==> src/rtl/axi_lite_test_pkg.sv <==
// Shared definitions for the AXI-Lite test master / test subordinate pair:
// response codes, channel FSM state encodings and transfer-mode constants.
package axi_lite_test_pkg;

    localparam logic [1:0] RESP_OKAY   = 2'b00;
    localparam logic [1:0] RESP_SLVERR = 2'b10;

    // Transfer direction selector used by the test master's VIO interface.
    localparam logic MODE_READ  = 1'b0;
    localparam logic MODE_WRITE = 1'b1;

    typedef enum logic [1:0] {
        WR_IDLE  = 2'd0,
        WR_DELAY = 2'd1,
        WR_RESP  = 2'd2
    } wr_state_t;

    typedef enum logic [1:0] {
        RD_IDLE  = 2'd0,
        RD_DELAY = 2'd1,
        RD_RESP  = 2'd2
    } rd_state_t;

endpackage

==> src/rtl/axi_lite_resp_delay.sv <==
// Response delay counter for one AXI-Lite response channel.
// Only compiled when AXIL_SUB_RESP_DELAY_EN is defined; without it the
// subordinate answers at minimum latency and needs no counter at all.
// i_start loads the count with 1; o_done is high for the single cycle in
// which the count equals DELAY, so a response state entered on o_done
// begins exactly DELAY cycles after the i_start edge.
`ifdef AXIL_SUB_RESP_DELAY_EN
module axi_lite_resp_delay #(
    parameter int DELAY = 1
) (
    input  logic clk,
    input  logic rst_n,
    input  logic i_start,
    output logic o_done
);

    localparam int CW = (DELAY > 1) ? $clog2(DELAY + 1) : 1;

    logic [CW-1:0] r_cnt;
    logic          r_active;

    // Count from 1 up to DELAY after a start pulse, then go idle.
    // NOTE: sequential state uses non-blocking assignments so every flop
    // samples pre-edge values, independent of block evaluation order.
    always_ff @(posedge clk or negedge rst_n) begin
        if (!rst_n) begin
            r_cnt    <= '0;
            r_active <= 1'b0;
        end else if (i_start) begin
            r_cnt    <= CW'(1);
            r_active <= 1'b1;
        end else if (r_active) begin
            if (r_cnt == CW'(DELAY)) begin
                r_active <= 1'b0;
            end else begin
                r_cnt <= r_cnt + 1'b1;
            end
        end
    end

    assign o_done = r_active && (r_cnt == CW'(DELAY));

endmodule
`endif

==> src/rtl/axi_lite_test_subordinate.sv <==
// AXI-Lite test subordinate: NUM_REGS x 32-bit register bank with
// independent AW/W acceptance, OKAY/SLVERR decode, and transaction counters.
// Optional macro AXIL_SUB_RESP_DELAY_EN inserts BRESP_DELAY / RVALID_DELAY
// cycles before each response so a master's timeout path can be exercised.
module axi_lite_test_subordinate
    import axi_lite_test_pkg::*;
#(
    parameter int AXI_LITE_ADDR_WIDTH = 32,
    parameter int AXI_LITE_DATA_WIDTH = 32,
    parameter int NUM_REGS            = 8,
    parameter int BRESP_DELAY         = 0,
    parameter int RVALID_DELAY        = 0,
    parameter int CNT_WIDTH           = 16
) (
    input  logic                           clk,
    input  logic                           ap_rst_n,
    input  logic                           S_AXIL_awvalid,
    output logic                           S_AXIL_awready,
    input  logic [AXI_LITE_ADDR_WIDTH-1:0] S_AXIL_awaddr,
    input  logic                           S_AXIL_wvalid,
    output logic                           S_AXIL_wready,
    input  logic [AXI_LITE_DATA_WIDTH-1:0] S_AXIL_wdata,
    output logic                           S_AXIL_bvalid,
    input  logic                           S_AXIL_bready,
    output logic [1:0]                     S_AXIL_bresp,
    input  logic                           S_AXIL_arvalid,
    output logic                           S_AXIL_arready,
    input  logic [AXI_LITE_ADDR_WIDTH-1:0] S_AXIL_araddr,
    output logic                           S_AXIL_rvalid,
    input  logic                           S_AXIL_rready,
    output logic [AXI_LITE_DATA_WIDTH-1:0] S_AXIL_rdata,
    output logic [1:0]                     S_AXIL_rresp,
    output logic [CNT_WIDTH-1:0]           o_write_count,
    output logic [CNT_WIDTH-1:0]           o_read_count
);

    localparam int WORD_W = AXI_LITE_ADDR_WIDTH - 2;
    localparam int IDX_W  = (NUM_REGS > 1) ? $clog2(NUM_REGS) : 1;

    // ---------------- write channel state ----------------
    wr_state_t                      r_wr_state, w_wr_next, w_wr_after_commit;
    logic                           r_awready, r_wready;
    logic                           r_aw_held, r_w_held;
    logic [WORD_W-1:0]              r_aw_word;
    logic [AXI_LITE_DATA_WIDTH-1:0] r_wdata;
    logic [1:0]                     r_bresp;
    logic [CNT_WIDTH-1:0]           r_write_count;
    logic [AXI_LITE_DATA_WIDTH-1:0] r_regs [NUM_REGS];

    // ---------------- read channel state ----------------
    rd_state_t                      r_rd_state, w_rd_next, w_rd_after_capture;
    logic                           r_arready;
    logic [AXI_LITE_DATA_WIDTH-1:0] r_rdata;
    logic [1:0]                     r_rresp;
    logic [CNT_WIDTH-1:0]           r_read_count;

    // Address decode: byte offset ignored, any word index >= NUM_REGS
    // (including one produced by upper address bits) is out of range.
    logic              w_aw_hs, w_w_hs, w_b_hs, w_ar_hs, w_r_hs, w_commit;
    logic [WORD_W-1:0] w_ar_word;
    logic              w_wr_in_range, w_rd_in_range;
    logic [IDX_W-1:0]  w_wr_idx, w_rd_idx;
    logic              w_unused_addr_lsbs;

    assign w_aw_hs  = S_AXIL_awvalid && r_awready;
    assign w_w_hs   = S_AXIL_wvalid && r_wready;
    assign w_b_hs   = (r_wr_state == WR_RESP) && S_AXIL_bready;
    assign w_ar_hs  = S_AXIL_arvalid && r_arready;
    assign w_r_hs   = (r_rd_state == RD_RESP) && S_AXIL_rready;
    assign w_commit = (r_wr_state == WR_IDLE) && r_aw_held && r_w_held;

    assign w_ar_word     = S_AXIL_araddr[AXI_LITE_ADDR_WIDTH-1:2];
    assign w_wr_in_range = (r_aw_word < WORD_W'(NUM_REGS));
    assign w_rd_in_range = (w_ar_word < WORD_W'(NUM_REGS));
    assign w_wr_idx      = r_aw_word[IDX_W-1:0];
    assign w_rd_idx      = w_ar_word[IDX_W-1:0];
    assign w_unused_addr_lsbs = ^{S_AXIL_awaddr[1:0], S_AXIL_araddr[1:0]};

`ifdef AXIL_SUB_RESP_DELAY_EN
    logic w_wr_delay_done, w_rd_delay_done;

    axi_lite_resp_delay #(.DELAY(BRESP_DELAY)) u_wr_delay (
        .clk     (clk),
        .rst_n   (ap_rst_n),
        .i_start (w_commit && (BRESP_DELAY > 0)),
        .o_done  (w_wr_delay_done)
    );

    axi_lite_resp_delay #(.DELAY(RVALID_DELAY)) u_rd_delay (
        .clk     (clk),
        .rst_n   (ap_rst_n),
        .i_start (w_ar_hs && (RVALID_DELAY > 0)),
        .o_done  (w_rd_delay_done)
    );

    assign w_wr_after_commit  = (BRESP_DELAY > 0) ? WR_DELAY : WR_RESP;
    assign w_rd_after_capture = (RVALID_DELAY > 0) ? RD_DELAY : RD_RESP;
`else
    localparam int unused_delay_params = BRESP_DELAY + RVALID_DELAY;
    assign w_wr_after_commit  = WR_RESP;
    assign w_rd_after_capture = RD_RESP;
`endif

    // Channel FSM state registers.
    always_ff @(posedge clk or negedge ap_rst_n) begin
        if (!ap_rst_n) begin
            r_wr_state <= WR_IDLE;
            r_rd_state <= RD_IDLE;
        end else begin
            r_wr_state <= w_wr_next;
            r_rd_state <= w_rd_next;
        end
    end

    // Next-state logic for both channels; they never interact.
    // NOTE: every combinational output gets a default first so no path
    // leaves it unassigned, which would otherwise infer a latch.
    always_comb begin
        w_wr_next = r_wr_state;
        w_rd_next = r_rd_state;
        case (r_wr_state)
            WR_IDLE:  if (w_commit) w_wr_next = w_wr_after_commit;
`ifdef AXIL_SUB_RESP_DELAY_EN
            WR_DELAY: if (w_wr_delay_done) w_wr_next = WR_RESP;
`endif
            WR_RESP:  if (S_AXIL_bready) w_wr_next = WR_IDLE;
            default:  w_wr_next = WR_IDLE;
        endcase
        case (r_rd_state)
            RD_IDLE:  if (w_ar_hs) w_rd_next = w_rd_after_capture;
`ifdef AXIL_SUB_RESP_DELAY_EN
            RD_DELAY: if (w_rd_delay_done) w_rd_next = RD_RESP;
`endif
            RD_RESP:  if (S_AXIL_rready) w_rd_next = RD_IDLE;
            default:  w_rd_next = RD_IDLE;
        endcase
    end

    // AW/W acceptance: each channel latches once and holds until the B handshake.
    always_ff @(posedge clk or negedge ap_rst_n) begin
        if (!ap_rst_n) begin
            r_awready     <= 1'b0;
            r_wready      <= 1'b0;
            r_aw_held     <= 1'b0;
            r_w_held      <= 1'b0;
            r_aw_word     <= '0;
            r_wdata       <= '0;
            r_write_count <= '0;
        end else if (r_wr_state == WR_IDLE) begin
            if (w_aw_hs) begin
                r_aw_word <= S_AXIL_awaddr[AXI_LITE_ADDR_WIDTH-1:2];
                r_aw_held <= 1'b1;
            end
            if (w_w_hs) begin
                r_wdata  <= S_AXIL_wdata;
                r_w_held <= 1'b1;
            end
            r_awready <= !(r_aw_held || w_aw_hs);
            r_wready  <= !(r_w_held || w_w_hs);
        end else if (w_b_hs) begin
            r_aw_held     <= 1'b0;
            r_w_held      <= 1'b0;
            r_awready     <= 1'b1;
            r_wready      <= 1'b1;
            r_write_count <= r_write_count + 1'b1;
        end
    end

    // Commit the held write into the bank and fix the B response.
    // NOTE: the bank is reset because a known all-zero power-up image is
    // part of this target's contract; plain RAM would normally skip it.
    always_ff @(posedge clk or negedge ap_rst_n) begin
        if (!ap_rst_n) begin
            for (int i = 0; i < NUM_REGS; i++) r_regs[i] <= '0;
            r_bresp <= RESP_OKAY;
        end else if (w_commit) begin
            if (w_wr_in_range) r_regs[w_wr_idx] <= r_wdata;
            r_bresp <= w_wr_in_range ? RESP_OKAY : RESP_SLVERR;
        end
    end

    // AR acceptance and read capture; rdata/rresp hold until the R handshake.
    always_ff @(posedge clk or negedge ap_rst_n) begin
        if (!ap_rst_n) begin
            r_arready    <= 1'b0;
            r_rdata      <= '0;
            r_rresp      <= RESP_OKAY;
            r_read_count <= '0;
        end else if (r_rd_state == RD_IDLE) begin
            r_arready <= !w_ar_hs;
            if (w_ar_hs) begin
                r_rdata <= w_rd_in_range ? r_regs[w_rd_idx] : '0;
                r_rresp <= w_rd_in_range ? RESP_OKAY : RESP_SLVERR;
            end
        end else if (w_r_hs) begin
            r_arready    <= 1'b1;
            r_read_count <= r_read_count + 1'b1;
        end
    end

    assign S_AXIL_awready = r_awready;
    assign S_AXIL_wready  = r_wready;
    assign S_AXIL_bvalid  = (r_wr_state == WR_RESP);
    assign S_AXIL_bresp   = r_bresp;
    assign S_AXIL_arready = r_arready;
    assign S_AXIL_rvalid  = (r_rd_state == RD_RESP);
    assign S_AXIL_rdata   = r_rdata;
    assign S_AXIL_rresp   = r_rresp;
    assign o_write_count  = r_write_count;
    assign o_read_count   = r_read_count;

endmodule
==> config.mk <==
export PLATFORM = sky130hd
export DESIGN_NAME = axi_lite_test_subordinate
export DESIGN_NICKNAME = d
export VERILOG_FILES = /design/src/rtl/axi_lite_test_pkg.sv /design/src/rtl/axi_lite_resp_delay.sv /design/src/rtl/axi_lite_test_subordinate.sv
export SDC_FILE = /design/constraint.sdc
export NUM_CORES = 1
export LEC_CHECK = 0
export BUFFER_PORTS_ARGS = -buffer_cell sky130_fd_sc_hd__buf_2
export CORE_MARGIN = 1
export CORE_UTILIZATION = 30
export CTS_CLUSTER_SIZE = 14
export DETAILED_ROUTE_END_ITERATION = 10
export GPL_ROUTABILITY_DRIVEN = 0
export MAX_ROUTING_LAYER = met4
export PLACE_DENSITY = 0.49
export SLEW_MARGIN = 40
export SYNTH_ARGS = -nofsm -noshare
export SYNTH_HDL_FRONTEND = slang
export SYNTH_SLANG_ARGS = --single-unit
==> constraint.sdc <==
create_clock -name clk -period 2.9 [get_ports clk]
set_input_delay 0.58 -clock clk [delete_from_list [all_inputs] [get_ports clk]]
set_output_delay 0.58 -clock clk [all_outputs]
set_load 0.03 [all_outputs]
==> impl_metrics.toml <==
[timing]
slew_headroom = 0.5251
worstMarginPinSlew_ns = 0.7069
final-hold-violation-count = 0
fin_crit_ns = 2.418
setup_viol = 0
rsz0062_at_grt = "false"
max_clock_freq_mhz = 413.6
timing.final.crit_share = 0.8338
setup_tns_ns = 0
slew_violations = 0
fin_skew_ns = 0.02423

[yosys]
netlist_top_cells_area = "dfrtp_1, mux2_2, mux4_2, mux2_1, mux2i_1"
ys_types = 37
syn_inst = 1064
synth_top_cell_by_area = "dfrtp_1"
syn_area_um2 = 16920
ys_warn_count = 0
avgSynthCellArea_um2 = 15.90
synth-seq-area-share = 0.5783
yosysTopAreaCellShare = 0.5783
ys_ff_latch = 391

[pwr]
pwr_density_cell_nw_per_um2 = 700.9
seq_power_share = 0.487
p_sw_w = 0.004042
ir_drop_uv = 403.5
p_comb_frac = 0.126
internal-power_w = 0.01012
swShare = 0.2855
leakagePower_nw = 9.701
clock_power_share = 0.386

[floorplanning]
die_width_um = 239.5
rows = 86
core_area_um2 = 55420
fp.dieH_um = 239.5
io_pins = 176
start_util = 0.3053
die_area_um2 = 57350

[clock_network]
ctsHoldBuffers = 0
cts_buffers = 45
cts_max_level = 2
cts_tree = "built"
clk_pin_slew_ns = 0.06
cts_sinks = 391
clock_path_buffers = 3
post_cts_buffers = 0
cts-root-buf = "clkbuf_16"
clk_latency_ns = 0.56
post_cts_resized = 0

[grt]
grt_overflow = 0
grt_max_degree = 70
antenna_found_initial = 2
grt_pass1_wl_um = 62720
grt_pass1_vias = 10520
grt.total_usage = 0.1475

[routing]
firstDrtPassIters = 4
drtIter0Drc = 357
route.final.wire_length_um = 39220
via_per_inst = 4.720
drcViolationCount = 0
final_antenna_net_count = 0
num_vias = 9619
wl_per_cell_um = 19.24

[worst_setup_path]
worst_setup_path_end_kind = "flip-flop"
required_ns = 3.32
cp-start-kind = "flip-flop"
crit_type = "reg2reg"
crit_start = "r_aw_word[9]"
r2r_start = "r_aw_word[9]"
critPathMaxFanout = 32
arrival_ns = 2.84

[finish]
finalNonFillerCells = 2038
fill_cells = 5231
synthToLayoutAreaGrowth_pct = 19.39
drive_gt1_frac = 0.4829
nNetsFinal = 1361

[worst_hold_path]
hp-class = "in2async"

[place]
port_buffers = 169
placed_cells = 1957
hpwl_um = 23280

[run_status]
status = "complete, no violations"

[job]
maxCapViolCount = 0
[state kept, by name, summed over array words and instances (netlist names)]
name,flops
S_AXIL_rdata,32
r_aw_word,30
S_AXIL_bresp,1
S_AXIL_arready,1
r_wr_state,1
S_AXIL_rresp,1
S_AXIL_wready,1
r_aw_held,1
o_write_count,16
r_regs,256
r_rd_state,1
o_read_count,16
r_wdata,32
S_AXIL_awready,1
r_w_held,1
[worst max-delay path, cell delays in order, from the launching register on]
cell and delay, ns:
dfrtp_1 0.38, nor4_2 0.44, nand4_4 0.38, nor4_4 0.36
buf_12 0.32, mux2_2 0.38
[kinds of logic after synthesis]
kind of cell | count (synthesis) | share of synthesized area
muxes | 416 | 0.3171
buffers and inverters | 62 | 0.02529
xor gates and xnor gates | 30 | 0.01553
and+or+nand+nor | 121 | 0.04918
other | 1 | 0.0002216
DFF | 391 | 0.5783
adders and majority gates | 2 | 0.001479
AOI/OAI and AO/OA | 41 | 0.01287
[power groups by stage]
| stage | Clock [W] | Combinational [W] | Sequential [W] |
|---|---|---|---|
| after floorplan | 0 | 0.00108 | 0.00688 |
| after global placement | 0 | 0.00181 | 0.00697 |
| after detailed placement | 0 | 0.00184 | 0.00700 |
| after CTS | 0.00568 | 0.00185 | 0.00690 |
| after global routing | 0.00592 | 0.00197 | 0.00703 |
| final | 0.00547 | 0.00179 | 0.00690 |
[routing by layer]
layer / track usage / vias to the layer above / part of all wire
li1: - / 4308 / -
met1: 0.1971 / 5067 / 0.47
met2: 0.2283 / 188 / 0.47
met3: 0.03043 / 56 / 0.047
met4: 0.03807 / 0 / 0.018
met5: - / - / 0
[layout by cell type, fill, tap and decap left out, types with 2 or more instances in the layout]
cell | Yosys | routed
dfrtp_1 | 391 | 391
mux2_2 | 270 | 270
buf_2 | 6 | 166
mux4_2 | 64 | 64
nand2_1 | 52 | 52
mux2_1 | 50 | 50
clkbuf_16 | 0 | 47
o21ai_0 | 33 | 33
mux2i_1 | 32 | 32
xnor2_1 | 24 | 24
buf_4 | 2 | 17
buf_12 | 0 | 17
nor4_4 | 12 | 12
clkbuf_8 | 0 | 12
clkbuf_1 | 19 | 11
nor2_1 | 10 | 10
nand4_1 | 9 | 9
nor4_1 | 8 | 8
clkinv_2 | 0 | 8
nand3_1 | 6 | 6
xor2_1 | 6 | 6
inv_1 | 5 | 5
and4_1 | 4 | 4
and3_1 | 4 | 4
a21oi_1 | 4 | 4
nor3_1 | 3 | 3
nand3b_1 | 3 | 3
diode_2 | 0 | 2
nand4_4 | 2 | 2
nor4_2 | 2 | 2
or2_2 | 2 | 2
nand2b_1 | 2 | 2
ha_1 | 2 | 2
conb_1 | 1 | 2
[path summary, 6_finish.rpt]
| check | to | slack [ns] | cells past startpoint |
|---|---|---|---|
| min in group clk | r_wdata[9] | 0.25 | 2 |
| max reg2reg | r_regs[181] | 0.48 | 5 |
| min reg2reg | o_read_count[15] | 0.47 | 1 |
| min | S_AXIL_rdata[25] | 0.007 | 1 |
| max | r_regs[181] | 0.48 | 5 |
| max in group asynchronous | r_regs[85] | 2.13 | 2 |
[synth_stat cells, drive strengths merged]
cell,count
or3b,1
nand2,52
ha,2
xnor2,24
nor2,10
and4,4
nor3,3
nand3,6
a21oi,4
and3b,1
or2,2
o31a,1
nand2b,2
nor4,22
nand3b,3
xor2,6
mux4,64
a21o,1
a21boi,1
o22a,1
dfrtp,391
conb,1
buf,38
mux2,320
o21ai,33
clkbuf,19
inv,5
and3,4
nand4,11
mux2i,32
[area by class of cell]
type,instances,area [µm²],area share
sequential,391,9784,0.4844
timing repair buffer,201,1314,0.06504
antenna,2,5.005,0.0002478
inverter,5,18.77,0.0009291
multi-input combinational,612,6710,0.3322
clock inverter,9,48.80,0.002416
clock buffer,70,1383,0.06845
tap,748,935.9,0.04633
[metrics by stage]
stage / setup slack (ns) / utilization / instance area [µm²] / total power, W / hold WS (ns)
6_report: 0.4820 / 0.3645 / 20200 / 0.01416 / 0.006815
5_1_grt: 0.3743 / 0.3645 / 20200 / 0.01492 / 0.02739
4_1_cts: 0.4666 / 0.3644 / 20190 / 0.01443 / 0.01175
3_5_place_dp: 0.4957 / 0.3386 / 18760 / 0.008841 / 0.4580
3_3_place_gp: 0.5030 / 0.3386 / 18760 / 0.008780 / 0.4578
2_1_floorplan: 0.7294 / - / 16920 / 0.007964 / 0.2844
Note: power is estimated with default switching activity, not from simulation.
